$ cat config.mk
export PLATFORM = sky130hd
export DESIGN_NAME = video_pattern_gen
export DESIGN_NICKNAME = d
export VERILOG_FILES = /design/src/rtl/video_pattern_gen.sv
export SDC_FILE = /design/constraint.sdc
export NUM_CORES = 1
export LEC_CHECK = 0
export CAP_MARGIN = 20
export CORE_ASPECT_RATIO = 0.5
export CORE_MARGIN = 1
export CORE_UTILIZATION = 42
export CTS_CLUSTER_SIZE = 8
export DETAILED_ROUTE_END_ITERATION = 10
export PLACE_DENSITY = 0.75
export SETUP_SLACK_MARGIN = 0.02
export SLEW_MARGIN = 25
export SYNTH_ARGS = -nofsm -noshare
export SYNTH_HDL_FRONTEND = slang
export SYNTH_SLANG_ARGS = --single-unit
$ cat constraint.sdc
create_clock -name pix_clk -period 4.45 [get_ports pix_clk]
set_input_delay 0.89 -clock pix_clk [delete_from_list [all_inputs] [get_ports pix_clk]]
set_output_delay 0.89 -clock pix_clk [all_outputs]
set_load 0.03 [all_outputs]
$ cat src/rtl/video_pattern_gen.sv
// ---------------------------------------------------------------------------
// video_pattern_gen
//
// Purpose:
//     Parameterised raster timing generator plus multi-mode test-pattern
//     engine. It is the head of the video pipeline and feeds the scaler,
//     overlay and HDMI/LVDS transmitter.
//
//     Counter state (h, v) is decoded and pattern pixels are computed
//     combinationally. Every output is then registered once, so syncs,
//     de, active coordinates and RGB all leave on the same clock edge.
//     The pattern mode and the solid colour are latched only at frame start.
//
// Ports:
//     pix_clk    in   pixel clock, rising edge
//     rst_out    in   synchronous reset, active-high
//     mode_in    in   pattern select (0 bars, 1 ramp, 2 checker, 3 solid,
//                     4 moving bar, 5-7 black)
//     solid_rgb  in   {R,G,B} colour used by solid mode
//     vs_out     out  vertical sync, active level VS_POL
//     hs_out     out  horizontal sync, active level HS_POL
//     de_out     out  active-video enable
//     r_out      out  red channel
//     g_out      out  green channel
//     b_out      out  blue channel
//     act_x      out  active column, 0 outside active video
//     act_y      out  active line, 0 outside active video
//     frame_cnt  out  completed-frame counter, wraps at 0xFFFF
//     mode_cur   out  pattern mode being displayed this frame
// ---------------------------------------------------------------------------
module video_pattern_gen #(
    parameter int COLOR_DEPTH = 8,
    parameter int X_BITS      = 12,
    parameter int Y_BITS      = 12,
    parameter int H_TOTAL     = 2200,
    parameter int H_SYNC      = 44,
    parameter int H_BP        = 148,
    parameter int H_ACT       = 1920,
    parameter int V_TOTAL     = 1125,
    parameter int V_SYNC      = 5,
    parameter int V_BP        = 36,
    parameter int V_ACT       = 1080,
    parameter int HS_POL      = 1,
    parameter int VS_POL      = 1,
    parameter int CHK_LOG2    = 6,
    parameter int RAMP_SHIFT  = 3
) (
    input  logic                     pix_clk,
    input  logic                     rst_out,
    input  logic [2:0]               mode_in,
    input  logic [3*COLOR_DEPTH-1:0] solid_rgb,
    output logic                     vs_out,
    output logic                     hs_out,
    output logic                     de_out,
    output logic [COLOR_DEPTH-1:0]   r_out,
    output logic [COLOR_DEPTH-1:0]   g_out,
    output logic [COLOR_DEPTH-1:0]   b_out,
    output logic [X_BITS-1:0]        act_x,
    output logic [Y_BITS-1:0]        act_y,
    output logic [15:0]              frame_cnt,
    output logic [2:0]               mode_cur
);

    // Timing landmarks, all expressed at counter width.
    localparam logic [X_BITS-1:0] H_LAST     = X_BITS'(H_TOTAL - 1);
    localparam logic [X_BITS-1:0] H_SYNC_END = X_BITS'(H_SYNC);
    localparam logic [X_BITS-1:0] H_DE_START = X_BITS'(H_SYNC + H_BP);
    localparam logic [X_BITS-1:0] H_DE_END   = X_BITS'(H_SYNC + H_BP + H_ACT);
    localparam logic [Y_BITS-1:0] V_LAST     = Y_BITS'(V_TOTAL - 1);
    localparam logic [Y_BITS-1:0] V_SYNC_END = Y_BITS'(V_SYNC);
    localparam logic [Y_BITS-1:0] V_DE_START = Y_BITS'(V_SYNC + V_BP);
    localparam logic [Y_BITS-1:0] V_DE_END   = Y_BITS'(V_SYNC + V_BP + V_ACT);

    localparam int                   BAR_W   = H_ACT / 8;
    localparam int                   MAX_INT = (1 << COLOR_DEPTH) - 1;
    localparam logic [COLOR_DEPTH-1:0] MAXV  = {COLOR_DEPTH{1'b1}};
    localparam logic                 HS_ON   = (HS_POL != 0);
    localparam logic                 VS_ON   = (VS_POL != 0);
    localparam int                   WIDE    = X_BITS + COLOR_DEPTH;

    // Reject timing sets that cannot be represented or would break the
    // bar divisor, the checker bit select or the colour-depth range.
    if (COLOR_DEPTH < 4 || COLOR_DEPTH > 12 ||
        H_SYNC + H_BP + H_ACT >= H_TOTAL ||
        V_SYNC + V_BP + V_ACT >= V_TOTAL ||
        H_TOTAL >= (1 << X_BITS) || V_TOTAL >= (1 << Y_BITS) ||
        H_ACT < 8 || X_BITS < 3 ||
        CHK_LOG2 >= X_BITS || CHK_LOG2 >= Y_BITS) begin : g_paramCheck
        $fatal(1, "video_pattern_gen: illegal parameter set");
    end

    logic [X_BITS-1:0]        r_hCnt;
    logic [Y_BITS-1:0]        r_vCnt;
    logic [15:0]              r_frameCnt;
    logic [2:0]               r_modeCur;
    logic [3*COLOR_DEPTH-1:0] r_solid;
    logic [X_BITS-1:0]        r_barPos;

    logic                     r_vs;
    logic                     r_hs;
    logic                     r_de;
    logic [COLOR_DEPTH-1:0]   r_r;
    logic [COLOR_DEPTH-1:0]   r_g;
    logic [COLOR_DEPTH-1:0]   r_b;
    logic [X_BITS-1:0]        r_actX;
    logic [Y_BITS-1:0]        r_actY;

    logic                     w_hLast;
    logic                     w_vLast;
    logic                     w_frameStart;
    logic                     w_hsAct;
    logic                     w_vsAct;
    logic                     w_de;
    logic [X_BITS-1:0]        w_ax;
    logic [Y_BITS-1:0]        w_ay;
    logic [X_BITS:0]          w_barNext;
    logic [X_BITS-1:0]        w_barQuot;
    logic [2:0]               w_barIdx;
    logic [X_BITS-1:0]        w_ramp;
    logic [COLOR_DEPTH-1:0]   w_rampSat;
    logic [X_BITS:0]          w_movEnd;
    logic                     w_inMovBar;
    logic                     w_chkOn;
    logic [COLOR_DEPTH-1:0]   w_r;
    logic [COLOR_DEPTH-1:0]   w_g;
    logic [COLOR_DEPTH-1:0]   w_b;

    // Raster decode from the current counter state. vs follows v_cnt, which
    // only moves when h wraps, so it naturally changes at h = 0.
    always_comb begin
        w_hLast      = (r_hCnt == H_LAST);
        w_vLast      = (r_vCnt == V_LAST);
        w_frameStart = (r_hCnt == '0) && (r_vCnt == '0);
        w_hsAct      = (r_hCnt < H_SYNC_END);
        w_vsAct      = (r_vCnt < V_SYNC_END);
        w_de         = (r_hCnt >= H_DE_START) && (r_hCnt < H_DE_END) &&
                       (r_vCnt >= V_DE_START) && (r_vCnt < V_DE_END);
        w_ax         = w_de ? (r_hCnt - H_DE_START) : '0;
        w_ay         = w_de ? (r_vCnt - V_DE_START) : '0;
    end

    // Moving-bar origin is kept as a running (frame*4) mod H_ACT so no
    // multiplier or divider is needed; it snaps back to 0 when frame_cnt wraps.
    always_comb begin
        w_barNext = {1'b0, r_barPos} + (X_BITS+1)'(4);
        if (w_barNext >= (X_BITS+1)'(H_ACT)) begin
            w_barNext = w_barNext - (X_BITS+1)'(H_ACT);
        end
    end

    // Per-pixel pattern generation. The bar divisor is an elaboration-time
    // constant; columns past the last full bar clamp to bar 7 (black).
    always_comb begin
        w_barQuot  = w_ax / X_BITS'(BAR_W);
        w_barIdx   = (w_barQuot > X_BITS'(7)) ? 3'd7 : w_barQuot[2:0];
        w_ramp     = w_ax >> RAMP_SHIFT;
        w_rampSat  = (WIDE'(w_ramp) > WIDE'(MAX_INT)) ? MAXV : COLOR_DEPTH'(w_ramp);
        w_movEnd   = {1'b0, r_barPos} + (X_BITS+1)'(8);
        w_inMovBar = ({1'b0, w_ax} >= {1'b0, r_barPos}) && ({1'b0, w_ax} < w_movEnd);
        w_chkOn    = w_ax[CHK_LOG2] ^ w_ay[CHK_LOG2];
        w_r        = '0;
        w_g        = '0;
        w_b        = '0;
        if (w_de) begin
            case (r_modeCur)
                3'd0: begin
                    // Bar index bits map directly onto the classic bar order.
                    w_r = {COLOR_DEPTH{~w_barIdx[1]}};
                    w_g = {COLOR_DEPTH{~w_barIdx[2]}};
                    w_b = {COLOR_DEPTH{~w_barIdx[0]}};
                end
                3'd1: begin
                    w_r = w_rampSat;
                    w_g = w_rampSat;
                    w_b = w_rampSat;
                end
                3'd2: begin
                    w_r = {COLOR_DEPTH{w_chkOn}};
                    w_g = {COLOR_DEPTH{w_chkOn}};
                    w_b = {COLOR_DEPTH{w_chkOn}};
                end
                3'd3: begin
                    w_r = r_solid[3*COLOR_DEPTH-1:2*COLOR_DEPTH];
                    w_g = r_solid[2*COLOR_DEPTH-1:COLOR_DEPTH];
                    w_b = r_solid[COLOR_DEPTH-1:0];
                end
                3'd4: begin
                    w_r = {COLOR_DEPTH{w_inMovBar}};
                    w_g = {COLOR_DEPTH{w_inMovBar}};
                    w_b = {COLOR_DEPTH{w_inMovBar}};
                end
                default: begin
                    w_r = '0;
                    w_g = '0;
                    w_b = '0;
                end
            endcase
        end
    end

    // Counters, frame-start latching and the single output register stage.
    // Reset aborts the current frame; the first edge after release then
    // processes h = 0, v = 0 as a normal frame start.
    always_ff @(posedge pix_clk) begin
        if (rst_out) begin
            r_hCnt     <= '0;
            r_vCnt     <= '0;
            r_frameCnt <= '0;
            r_modeCur  <= '0;
            r_solid    <= '0;
            r_barPos   <= '0;
            r_vs       <= ~VS_ON;
            r_hs       <= ~HS_ON;
            r_de       <= 1'b0;
            r_r        <= '0;
            r_g        <= '0;
            r_b        <= '0;
            r_actX     <= '0;
            r_actY     <= '0;
        end else begin
            r_hCnt <= w_hLast ? '0 : (r_hCnt + 1'b1);
            if (w_hLast) begin
                r_vCnt <= w_vLast ? '0 : (r_vCnt + 1'b1);
            end
            if (w_hLast && w_vLast) begin
                r_frameCnt <= r_frameCnt + 16'd1;
                r_barPos   <= (r_frameCnt == 16'hFFFF) ? '0 : X_BITS'(w_barNext);
            end
            if (w_frameStart) begin
                r_modeCur <= mode_in;
                r_solid   <= solid_rgb;
            end
            r_vs   <= w_vsAct ? VS_ON : ~VS_ON;
            r_hs   <= w_hsAct ? HS_ON : ~HS_ON;
            r_de   <= w_de;
            r_r    <= w_r;
            r_g    <= w_g;
            r_b    <= w_b;
            r_actX <= w_ax;
            r_actY <= w_ay;
        end
    end

    assign vs_out    = r_vs;
    assign hs_out    = r_hs;
    assign de_out    = r_de;
    assign r_out     = r_r;
    assign g_out     = r_g;
    assign b_out     = r_b;
    assign act_x     = r_actX;
    assign act_y     = r_actY;
    assign frame_cnt = r_frameCnt;
    assign mode_cur  = r_modeCur;

endmodule

Word-level counts from Yosys, hierarchy flattened

Cells that the tools add are included.

Flip-flop bits (word level): 130
Bits of input ports: 29
Output and inout port bits: 70
Logic and storage cells: 70

Add/sub/neg operators: 8
Divide/modulo/power cells: 1
Magnitude comparators: 11
Equal/unequal tests: 7
Multiplexer cells: 12
Bitwise operators: 5
Reductions and logical operators: 11

Operators by type and width:

| cell                                                                                  | number |
|---|---|
| 8-bit one-hot mux with 5 select lines                                                 | 3 |
| 12-bit 2-to-1 mux                                                                     | 4 |
| 12-bit by 1-bit adder with 12-bit output, second input constant                       | 2 |
| 12-bit zero test                                                                      | 2 |
| 16-bit by 1-bit adder with 16-bit output, second input constant                       | 1 |
| 16-bit == test, second input constant                                                 | 1 |
| 12-bit by 3-bit adder with 13-bit output, second input constant                       | 1 |
| 12-bit by 4-bit adder with 13-bit output, second input constant                       | 1 |
| 13-bit by 11-bit greater-or-equal comparator with 1-bit output, second input constant | 1 |
| 12-bit by 13-bit less-than comparator with 1-bit output                               | 1 |
| 12-bit by 8-bit divider with 12-bit output, second input constant                     | 1 |
| 12-bit by 11-bit == test with 1-bit output, second input constant                     | 1 |
| 12-bit == test, second input constant                                                 | 1 |
| 12-bit greater-or-equal comparator                                                    | 1 |
| 12-bit by 6-bit greater-or-equal comparator with 1-bit output, second input constant  | 1 |
| 12-bit by 8-bit greater-or-equal comparator with 1-bit output, second input constant  | 1 |
| 12-bit by 3-bit greater-than comparator with 1-bit output, second input constant      | 1 |
| 12-bit by 11-bit less-than comparator with 1-bit output, second input constant        | 1 |
| 12-bit less-than comparator, second input constant                                    | 1 |
| 12-bit by 3-bit less-than comparator with 1-bit output, second input constant         | 1 |
| 12-bit by 6-bit less-than comparator with 1-bit output, second input constant         | 1 |
| 12-bit by 11-bit subtractor with 12-bit output, second input constant                 | 1 |
| 12-bit by 6-bit subtractor with 12-bit output, second input constant                  | 1 |
| 12-bit by 8-bit subtractor with 12-bit output, second input constant                  | 1 |
| other kinds (13)                                                                      | 24 |

Logic depth before layout (Yosys ltp)

Depth in word-level cells: 10
Depth in mapped cells: 18
Gate-level depth less buffers: 16

Worst setup path after synthesis

Ideal clock, no wire load.

Path type: flip-flop to flip-flop
Start point: reg r_hCnt[10]
End point: reg r_r[3], in the netlist r_out[3]
Library setup time: 0.074 ns
Arrival time: 3.531 ns
Data required time: 4.376 ns
Path slack: 0.845 ns
Cell stages (with the launch flop): 17
Path buffers: 2
Period minus slack after synthesis: 3.605 ns
Path through: dfxtp_1 > clkbuf_1 > or3_1 > or3_1 > nand4b_1 > or2_2 > buf_4 > nor2_1 > ha_1 > or3_1 > o211ai_1 > a21oi_1 > o32ai_1 > a21oi_1 > a21oi_1 > nor2_1 > a31oi_1

Cells in the longest elaborated chain, start to end: 10
Elaborated cells on any way between the ends: 21
Those cells by class: add/sub: 1; div: 1; order compare: 6; mux: 5; bitwise: 3; reduce/logical: 5

Ends and longest elaborated chain:

| item                                                                                                         | RTL line | text |
|---|---|---|
| start, declared                                                                                              | 92       | `logic [X_BITS-1:0] r_hCnt;` |
| start signal, assigned                                                                                       | 221      | `r_hCnt <= w_hLast ? '0 : (r_hCnt + 1'b1);` |
| 12-bit by 8-bit greater-or-equal comparator with 1-bit output or 12-bit less-than comparator (tied branches) | 136      | `w_de = (r_hCnt >= H_DE_START) && (r_hCnt < H_DE_END) &&` |
| 1-bit logical AND * (2 in a row)                                                                             | 136      |  |
| 1-bit logical AND *                                                                                          | 137      | `(r_vCnt >= V_DE_START) && (r_vCnt < V_DE_END);` |
| 12-bit 2-to-1 mux *                                                                                          | 138      | `w_ax = w_de ? (r_hCnt - H_DE_START) : '0;` |
| named net w_ax[8]                                                                                            | 114      | `logic [X_BITS-1:0] w_ax;` |
| 12-bit by 8-bit divider with 12-bit output                                                                   | 154      | `w_barQuot = w_ax / X_BITS'(BAR_W);` |
| 12-bit by 3-bit greater-than comparator with 1-bit output                                                    | 155      | `w_barIdx = (w_barQuot > X_BITS'(7)) ? 3'd7 : w_barQuot[2:0];` |
| 3-bit 2-to-1 mux                                                                                             | 155      |  |
| 1-bit NOT                                                                                                    | 168      | `w_r = {COLOR_DEPTH{~w_barIdx[1]}};` |
| 8-bit one-hot mux with 5 select lines *                                                                      | 165      | `case (r_modeCur)` |
| end signal, assigned                                                                                         | 236      | `r_r <= w_r;` |
| end, declared                                                                                                | 102      | `logic [COLOR_DEPTH-1:0] r_r;` |

The timed path passes the listed nets; every way through them passes the cells marked *.
A chain may end at the register's enable or synchronous reset.

Worst setup path in the final report

Start point: reg r_vCnt[7]
End point: reg r_g[6], in the netlist g_out[6]

Cells in the longest elaborated chain, start to end: 9
Elaborated cells on any way between the ends: 19
Those cells by class: div: 1; order compare: 6; mux: 5; bitwise: 3; reduce/logical: 4

Ends and longest elaborated chain:

| item                                                          | RTL line | text |
|---|---|---|
| start, declared                                               | 93       | `logic [Y_BITS-1:0] r_vCnt;` |
| start signal, assigned                                        | 223      | `r_vCnt <= w_vLast ? '0 : (r_vCnt + 1'b1);` |
| 12-bit by 6-bit greater-or-equal comparator with 1-bit output | 137      |  |
| 1-bit logical AND                                             | 136      |  |
| 1-bit logical AND *                                           | 137      |  |
| 12-bit 2-to-1 mux *                                           | 138      |  |
| named net w_ax[9]                                             | 114      |  |
| 12-bit by 8-bit divider with 12-bit output                    | 154      |  |
| 12-bit by 3-bit greater-than comparator with 1-bit output     | 155      |  |
| 3-bit 2-to-1 mux                                              | 155      |  |
| 1-bit NOT                                                     | 169      | `w_g = {COLOR_DEPTH{~w_barIdx[2]}};` |
| 8-bit one-hot mux with 5 select lines *                       | 165      |  |
| end signal, assigned                                          | 237      | `r_g <= w_g;` |
| end, declared                                                 | 103      | `logic [COLOR_DEPTH-1:0] r_g;` |

Marks and branches as above.

==> results_dict.tcl <==
set metrics [dict create \
    drive_above_1_share_pct 7.71 \
    synthTopCellsByCount "128 x dfxtp_1, 112 x nor2_1, 48 x a21oi_1, 40 x clkbuf_1, 40 x nand2_1" \
    slew_viol_final 0 \
    synth-seq-cells 128 \
    first_pass_iters 5 \
    maxSlewHeadroom_pct 47.2 \
    synth_ff_type "dfxtp_1" \
    ios 99 \
    cp_cell_sequence "or3_1 > o21ai_0 > nand4b_1 > or2_2 > nor2_1 > ha_1 > a21oi_1 > nor2b_1 > o21ai_0 > a21oi_1 > a31oi_1 > a21oi_1 > buf_4 > a211oi_2 > a31oi_1" \
    cts_tree "yes" \
    rsz0062_at_grt "false" \
    synth_top_area_cell "dfxtp_1" \
    critPathTopFamily "compound AO/OA/AOI/OAI gates" \
    clockRootBuffer "clkbuf_16" \
    reg2reg_slack_ps 380 \
    setup_tns_ps 0 \
    dieArea_mm2 0.0159 \
    yosysMostFrequentCell "dfxtp_1" \
    vias_per_cell 5.48 \
    wl_mm 16.9 \
    syn_to_final_growth_pct 27.2 \
    die_h_um 89.7 \
    holdBufCountCts 0 \
    crit_slowest_cell "a211oi_2" \
    period_minus_slack_ps 4070 \
    required_ps 4710 \
    cts.path.max_buffers 2 \
    max_freq_ghz 0.246 \
    maxCapViolations 0 \
    drtIter0Drc 482 \
    max-vdd-ir-drop_v 0.000215 \
    fin_nets 904 \
    fin_ws_ps 382 \
    multiInputGateArea_mm2 0.00361 \
    core_area_mm2 0.0147 \
    start_kind "flop" \
    hold_viol 0 \
    utilization_pct 55.7 \
    worst_pin_slew_ps 792 \
    cts.sinks 128 \
    wl_per_cell_um 16.1 \
    drc 0 \
    final.setup_skew_ps 13.2 \
    critPathBufInv 1 \
    avgSynthCellArea_um2 8.53 \
    drtAntennaViolNets 0 \
    setup-violations-final 0 \
    place_ws_ps 355 \
    syn_inst 757 \
    synth_top_area_share_pct 39.7 \
    place.port_buffers 98 \
    clock_latency_ps 420 \
    cpMostUsedCell "a21oi_1" \
    seq_area_mm2 0.00256 \
    grtUsageTotal_pct 21.7 \
    via_count 5781 \
    antenna_found_initial 0 \
    grt_pass1_wl_mm 26.8 \
    fp.dieW_um 177 \
    dp_hpwl_mm 12.2 \
    grt_max_degree 56 \
    htree_levels 4 \
    synthArstFlopShare_pct 0 \
    period_share_pct 91.4 \
    grt_pass1_vias 5185 \
    gp_congestion 0.916 \
    status "finished clean" \
    yosysWarnings 0 \
    max_stage_delay_ps 570 \
    rows 31 \
    synth_edf_count 0 \
    crit_fanout 11 \
    leakagePower_nw 3.12 \
    synth_seq_area_share_pct 39.7 \
    total_power_mw 2.72 \
    synth_cell_types 62 \
    mappedNetlistArea_mm2 0.00646 \
    numCtsBuffers 17 \
    ys_top_cells_by_area "dfxtp_1 40%, nor2_1 6.5%, ha_1 6.2%" \
    overflow 0 \
    worstSetupPathType "flop to flop" \
    start_util_pct 43.8 \
    power_density_mw_per_mm2 332 \
    cts.clk_slew.worst_paths_ps 60 \
    antenna_cells 0 \
    crit_path_end_kind "flop" \
    arrival_ps 4330 \
    postSynthNetCount 818 \
    fill_cells 1321 \
    hp-class "flop to flop" \
]
[worst paths after layout]
check                  from   endpoint  cells past startpoint
hold reg to reg   r_hCnt[0]  r_hCnt[0]                      1
setup reg to reg  r_vCnt[7]   g_out[6]                     15
hold / removal    r_hCnt[0]  r_hCnt[0]                      1
setup / recovery  r_vCnt[7]   g_out[6]                     15
[metrics by stage]
stage / area, um^2 / cells / hold slack [ps]
2_1_floorplan: 6460 / 757 / 441
3_3_place_gp: 7600 / 1020 / 457
3_5_place_dp: 7640 / 1022 / 467
4_1_cts: 8220 / 1054 / 486
5_1_grt: 8220 / 1054 / 525
6_report: 8220 / 1054 / 486
[area by class of cell]
type                            count  area share (%)
Sequential cell                   128            31.2
Timing Repair Buffer              112            13.6
Tap cell                          198            3.02
Clock inverter                     15            1.77
Clock buffer                       17            5.18
Multi-Input combinational cell    555            44.0
Inverter                           29            1.32
[cells by family (layout without fill, tap and decap cells)]
logic type	after synthesis	count (layout)	share of synthesized area [%]
flops	128	128	39.7
fa+ha+maj	32	32	6.20
xor+xnor	58	58	7.98
simple gates	285	285	21.7
mux	30	30	4.65
buf+inv	74	173	4.51
compound gates	150	150	15.3
[repair_timing]
item / 4_1_cts / 5_1_grt
endpoints found under the setup margin: 0 / 10
setup buffers: 0 / 0
resized for setup: 0 / 1
[per-layer routing]
layer | global-route usage [%] | up-vias | wire length [um]
li1 | - | 2824 | -
met1 | 30.2 | 2735 | 8300
met2 | 32.7 | 204 | 7260
met3 | 6.31 | 18 | 1170
met4 | 6.06 | 0 | 185
met5 | 0 | - | 0
[cell usage in the layout (no fill, tap or decap), drive strengths merged, types with 15 or more instances in the layout]
cell	count
dfxtp	128
nand3	23
xor2	20
o21ai	39
nor2	112
clkdlybuf4s50	97
inv	37
ha	32
or3	19
xnor2	38
a21oi	48
buf	15
nand2	40
clkbuf	17
mux2i	30
nor3	25
[sequential cells by signal, indices dropped and copies added (netlist names)]
| register | flops |
|---|---|
| mode_cur | 3 |
| r_vCnt | 12 |
| r_out | 8 |
| act_x | 12 |
| vs_out | 1 |
| frame_cnt | 16 |
| g_out | 8 |
| r_hCnt | 12 |
| b_out | 8 |
| act_y | 12 |
| r_solid | 24 |
| hs_out | 1 |
| r_barPos | 10 |
| de_out | 1 |
[where the power goes]
group          total [mW]  switching (mW)  internal (mW)
Clock                1.34           0.598          0.740
Sequential           1.20          0.0244           1.17
Combinational       0.188          0.0975         0.0902
Total                2.72           0.720           2.00
Note: power is estimated with default switching activity, not from simulation.
